### src/rtl/alu_regfile_pkg.sv
// Shared widths, PSR flag bit positions and ALU opcode encodings for the datapath.
// Latency: n/a (constants only). Backpressure: n/a.
package alu_regfile_pkg;

    localparam int DATA_W   = 16;
    localparam int NUM_REGS = 16;
    localparam int ADDR_W   = 4;
    localparam int FLAG_W   = 5;

    // PSR bit positions, shared with the ALU's Flags output
    localparam int FLAG_N = 4;
    localparam int FLAG_Z = 3;
    localparam int FLAG_F = 2;
    localparam int FLAG_L = 1;
    localparam int FLAG_C = 0;

    typedef enum logic [3:0] {
        ADD  = 4'd0,
        SUB  = 4'd1,
        CMP  = 4'd2,
        AND  = 4'd3,
        OR   = 4'd4,
        XOR  = 4'd5,
        NOT  = 4'd6,
        LSH  = 4'd7,
        RSH  = 4'd8,
        ARSH = 4'd9
    } alu_op_e;

endpackage

### src/rtl/psr_reg.sv
// Status register: loads the ALU flags when enabled, otherwise holds; sync active-high clear.
// Latency: 1 cycle from en to q. Backpressure: none, loads unconditionally when enabled.
module psr_reg
    import alu_regfile_pkg::*;
(
    input  logic              clk,
    input  logic              reset,
    input  logic              en,
    input  logic [FLAG_W-1:0] d,
    output logic [FLAG_W-1:0] q
);

    always_ff @(posedge clk) begin
        if (reset) begin
            q <= '0;
        end else if (en) begin
            q <= d;
        end
    end

endmodule

### src/rtl/alu_regfile.sv
// 16x16 register file feeding the ALU operands, with write-back bypass and the PSR.
// Latency: reads 0 cycles (write-through), write-back and PSR load 1 cycle. Backpressure: none.
module alu_regfile
    import alu_regfile_pkg::*;
(
    input  logic              clk,
    input  logic              reset,
    input  logic [ADDR_W-1:0] RsrcAddr,
    input  logic [ADDR_W-1:0] RdestAddr,
    output logic [DATA_W-1:0] RsrcData,
    output logic [DATA_W-1:0] RdestData,
    input  logic              WrEn,
    input  logic [ADDR_W-1:0] WrAddr,
    input  logic [DATA_W-1:0] WrData,
    input  logic              FlagsEn,
    input  logic [FLAG_W-1:0] FlagsIn,
    output logic [FLAG_W-1:0] PSR
);

    logic [DATA_W-1:0] regs [NUM_REGS];

    always_ff @(posedge clk) begin
        if (reset) begin
            for (int i = 0; i < NUM_REGS; i++) begin
                regs[i] <= '0;
            end
        end else if (WrEn) begin
            regs[WrAddr] <= WrData;
        end
    end

    // Forward the in-flight write-back so the ALU never sees a stale operand;
    // reset forces zeros because the write it would forward is being discarded.
    always_comb begin
        RsrcData  = regs[RsrcAddr];
        RdestData = regs[RdestAddr];
        if (reset) begin
            RsrcData  = '0;
            RdestData = '0;
        end else begin
            if (WrEn && (WrAddr == RsrcAddr)) begin
                RsrcData = WrData;
            end
            if (WrEn && (WrAddr == RdestAddr)) begin
                RdestData = WrData;
            end
        end
    end

    psr_reg u_psr_reg (
        .clk   (clk),
        .reset (reset),
        .en    (FlagsEn),
        .d     (FlagsIn),
        .q     (PSR)
    );

endmodule

### config.mk
export PLATFORM = sky130hd
export DESIGN_NAME = alu_regfile
export DESIGN_NICKNAME = d
export VERILOG_FILES = /design/src/rtl/alu_regfile_pkg.sv /design/src/rtl/psr_reg.sv /design/src/rtl/alu_regfile.sv
export SDC_FILE = /design/constraint.sdc
export NUM_CORES = 1
export LEC_CHECK = 0
export BUFFER_PORTS_ARGS = -buffer_cell sky130_fd_sc_hd__buf_2
export CORE_ASPECT_RATIO = 0.8
export CORE_MARGIN = 2
export CORE_UTILIZATION = 25
export CTS_CLUSTER_DIAMETER = 100
export DETAILED_ROUTE_END_ITERATION = 10
export GPL_ROUTABILITY_DRIVEN = 1
export GPL_TIMING_DRIVEN = 0
export PLACE_DENSITY = 0.48
export REMOVE_ABC_BUFFERS = 1
export SLEW_MARGIN = 20
export SYNTH_ARGS = -nofsm -noshare
export SYNTH_HDL_FRONTEND = slang
export SYNTH_HIERARCHICAL = 1
export SYNTH_SLANG_ARGS = --single-unit
### constraint.sdc
create_clock -name clk -period 2.38 [get_ports clk]
set_input_delay 0.476 -clock clk [delete_from_list [all_inputs] [get_ports clk]]
set_output_delay 0.476 -clock clk [all_outputs]
set_load 0.02 [all_outputs]
# Word-level counts from Yosys, hierarchy flattened

Memory sizes are Yosys's and may differ from the RTL's.
Cells that the tools add are included.

Word-level logic and storage cells: 19
Memories: 1
Memory bits (writable): 256
Bits in registers: 5

Memories:

| memory | depth | width | rd ports | clocked after Yosys merged registers in | wr ports | line              | source |
|---|---|---|---|---|---|---|---|
| regs   | 16    | 16    | 2        | 0                                       | 16       | alu_regfile.sv:20 | `logic [DATA_W-1:0] regs [NUM_REGS];` |

Muxes and demuxes: 12
Reductions and logical operators: 3
Eq/ne operators: 2

Operator list:

| operator          | count |
|---|---|
| $mux 16           | 5 |
| $reduce_or 16->1  | 1 |
| $eq 4x4->1        | 2 |
| $mux 1            | 6 |
| $mux 4            | 1 |
| $logic_and 1x1->1 | 2 |

# Logic depth before layout (Yosys ltp)

Depth after elaboration: 5
Mapped depth: 7

# Modules after synthesis

The synthesis kept the hierarchy.

Modules (own cells, without submodules):

| module      | seq. area each (um^2) | area each (um^2) | cells an instance | instances |
|---|---|---|---|---|
| alu_regfile | 7687.4                | 14082.3          | 913               | 1 |
| psr_reg     | 100.1                 | 180.2            | 16                | 1 |

# Least setup slack after synthesis

Ideal clock, no wire load.

Kind: input-to-output
Start point: input RdestAddr[0]
End point: output RdestData[12]
Slack: 94 ps
Data arrival time: 1810 ps
Stages on the path: 6
Cells stage by stage: buf_6 -> buf_4 -> mux4_2 -> a22oi_1 -> nand2_1 -> a22o_1

Longest elaborated chain between the ends: 4

Ends and longest elaborated chain:

| what                                                  | line              | source |
|---|---|---|
| start: declaration                                    | alu_regfile.sv:9  | `input logic [ADDR_W-1:0] RdestAddr,` |
| branches (longest 2 deep; another with $mem_v2 16x16) | -                 |  |
| $mux 16 *                                             | alu_regfile.sv:44 | `if (WrEn && (WrAddr == RdestAddr)) begin` |
| $mux 16 *                                             | alu_regfile.sv:37 | `if (reset) begin` |
| end: declaration                                      | alu_regfile.sv:11 | `output logic [DATA_W-1:0] RdestData,` |

Mark *: on every way between the ends.

# Worst setup path in the final report

Start point: input RdestAddr[0]
End point: output RdestData[2]

Same word-level chain as after synthesis.

==> impl_metrics.json <==
{
  "hold_path_class": "in2reg",
  "fin_nets": 1078,
  "numCtsBuffers": 27,
  "synth_cells": 929,
  "yosys_warnings": 6,
  "min_period_ns": 2.736,
  "grt_pass1_vias": 9076,
  "synth_area_leaders": "edfxtp_1 (54%), mux4_2 (15%), and2_1 (11%)",
  "synth_xor_area_share_pct": 0.4913,
  "htreeDepth": 1,
  "rows": 78,
  "critPathMaxStageDelay_ns": 0.56,
  "start_util_pct": 25.24,
  "yosys.area.top_type_share_pct": 53.90,
  "synth_area_um2": 14260,
  "cts-root-buf": "clkbuf_16",
  "crit_path_end_kind": "primary output",
  "power_leakage_nw": 6.233,
  "cts_tree": "done",
  "peakVddDrop_v": 0.0004329,
  "core_area_um2": 56510,
  "max_clock_freq_ghz": 0.3655,
  "ys_ff_latch": 261,
  "drc": 0,
  "cts_buffer_depth": 3,
  "dp_hpwl_um": 27670,
  "violations": "negative setup slack",
  "tightest_slew_ns": 0.8972,
  "timing.slew.headroom_pct": 40.06,
  "clk_pin_slew_ns": 0.06,
  "wirelength_um": 48910,
  "first_pass_iters": 5,
  "clock_sinks": 261,
  "hold_viol": 0,
  "drv_slew": 0,
  "top_level_ports": 74,
  "setup_ws_ns": -0.3556,
  "rsz0062_at_grt": "true",
  "critPathSlowestCell": "mux4_1",
  "drive_gt1_share_pct": 38.16,
  "startpoint_type": "primary input",
  "die_area_um2": 58990,
  "netlist_top_cells_count": "and2_1 (260), edfxtp_1 (256), mux4_2 (92)",
  "synth.mux.area_fraction_pct": 21.49,
  "hold_buffers": 0,
  "io_buffers": 73,
  "crit_type": "in2out",
  "fin_skew_ns": 0,
  "final_area_um2": 17660,
  "antenna_found_initial": 2,
  "grt_max_degree": 25,
  "worstPathRequired_ns": 1.90,
  "wl_per_cell_um": 26.92,
  "maxCapViolCount": 0,
  "synth_edf_count": 256,
  "antenna_left": 0,
  "gp_congestion": 0.7553,
  "synth_seq_area_share_pct": 54.60,
  "worstPathArrival_ns": 2.26,
  "avgViaCountPerCell": 5.056,
  "synth_top_area_cell": "edfxtp_1",
  "synthFlopType": "edfxtp_1",
  "fin_crit_sh_pct": 114.9,
  "cp_common_cell": "buf_16",
  "drtIter0Drc": 972,
  "total_power_mw": 11.12,
  "synth_top_family_by_area": "multiplexers",
  "die_w_um": 271.0,
  "cp_max_fo": 6,
  "syn_avg_cell_area_um2": 15.35,
  "yosysMostFrequentCell": "and2_1",
  "grt_usage_pct": 15.75,
  "crit_path_cell_trace": "buf_16 -> buf_16 -> buf_8 -> mux4_1 -> a22oi_1 -> nand2_1 -> a22o_4 -> buf_2",
  "clkLatencyLatePin_ns": 0.55,
  "finalSetupViolCount": 35,
  "area_growth_pct": 23.79,
  "die_h_um": 217.6,
  "fillers": 5524,
  "power_density_nw_per_um2": 629.9,
  "status": "finished, violations left",
  "grt-ovfl-total": 0,
  "grt_pass1_wl_um": 66500,
  "dp_slack_ns": -1.180,
  "yosys.area_share.simple_pct": 14.52,
  "vias": 9186,
  "synth_cell_types": 32,
  "synth_compound_area_share_pct": 5.404,
  "synthArstFlopShare_pct": 0,
  "synthAdderAreaFrac_pct": 0,
  "placed_cell_area_um2": 15480
}
critical path: cells and delay by family:
family / cells / cell delay [ns]
buffers and inverters: 4 / 0.58
and+or+nand+nor: 1 / 0.11
AOI/OAI and AO/OA: 2 / 0.52
muxes: 1 / 0.56
repair_timing:
item / CTS / global route
buffers inserted: 12 / 40
resized for setup: 115 / 39
gates cloned: 12 / 7
pin swaps: 44 / 10
setup endpoints to repair: 64 / 88
stage by stage:
step	utilization, %	instances	hold WS (ns)	setup TNS (ns)
after global routing	31.24	1816	0.1489	-10.02
after CTS	30.10	1769	0.1487	-9.884
final	31.25	1817	0.1606	-8.781
after global placement	26.69	1678	0.4734	-459.56
after detailed placement	27.40	1701	0.4785	-130.82
after floorplan	-	845	0.5484	0
registers in the layout, indices dropped and copies added (netlist names):
name         count
regs           256
u_psr_reg/q      5
cell families (layout without fill, tap and decap cells):
| group | count (synthesis) | after routing |
|---|---|---|
| compound gates | 98 | 98 |
| xor+xnor | 8 | 8 |
| buf+inv | 84 | 209 |
| flops | 261 | 261 |
| mux | 133 | 133 |
| other cells | 0 | 1 |
| simple gates | 345 | 347 |
layer usage:
metal | routed length, um | share of wire [%] | GRT usage, % | vias to the layer above
met2 | 20900 | 43 | 23.09 | 434
met5 | 13 | 0.027 | 0.5757 | -
met3 | 4192 | 8.6 | 3.590 | 65
met1 | 22670 | 46 | 23.42 | 4842
li1 | - | - | - | 3843
met4 | 1139 | 2.3 | 3.683 | 2
path summary, 6_finish.rpt:
| path | startpoint | to | slack [ns] | depth (start not counted) |
|---|---|---|---|---|
| worst min-delay path | FlagsIn[0] | u_psr_reg/q[0] | 0.16 | 3 |
| worst max register to register | u_psr_reg/q[2] | u_psr_reg/q[2] | 1.77 | 2 |
| worst min register to register | u_psr_reg/q[1] | u_psr_reg/q[1] | 0.50 | 2 |
| worst max-delay path | RdestAddr[0] | RdestData[2] | -0.36 | 8 |
placed cells by master (no fill, tap or decap), drive strengths merged:
cell | Yosys | routed
dfxtp | 5 | 5
a21oi | 2 | 2
nor4 | 2 | 2
clkbuf | 43 | 42
and2 | 260 | 262
edfxtp | 256 | 256
nor2b | 5 | 5
a22o | 32 | 32
mux2i | 5 | 5
a22oi | 64 | 64
or2 | 16 | 16
nand3b | 2 | 2
or3b | 1 | 1
clkinv | 0 | 9
diode | 0 | 1
nand2b | 2 | 2
nand3 | 1 | 1
nor2 | 19 | 19
nand2 | 33 | 33
nor3 | 4 | 4
bufbuf | 0 | 4
buf | 41 | 154
mux4 | 128 | 128
xor2 | 8 | 8
cell type report:
type | count | area (um^2) | share of cell area [%]
flip-flops and latches | 261 | 7787 | 44.11
multi-input cells | 586 | 6341 | 35.92
repair buffers | 165 | 1833 | 10.38
well taps | 760 | 950.9 | 5.386
clock buffers | 35 | 705.7 | 3.997
clock inverters | 9 | 35.03 | 0.1984
diodes | 1 | 2.502 | 0.01417
power breakdown:
group / internal [mW] / switching (mW)
registers: 5.31 / 0.129
logic: 0.845 / 0.981
clock network: 2.06 / 1.80
total: 8.21 / 2.91
Power figures use the tool's default switching activity.
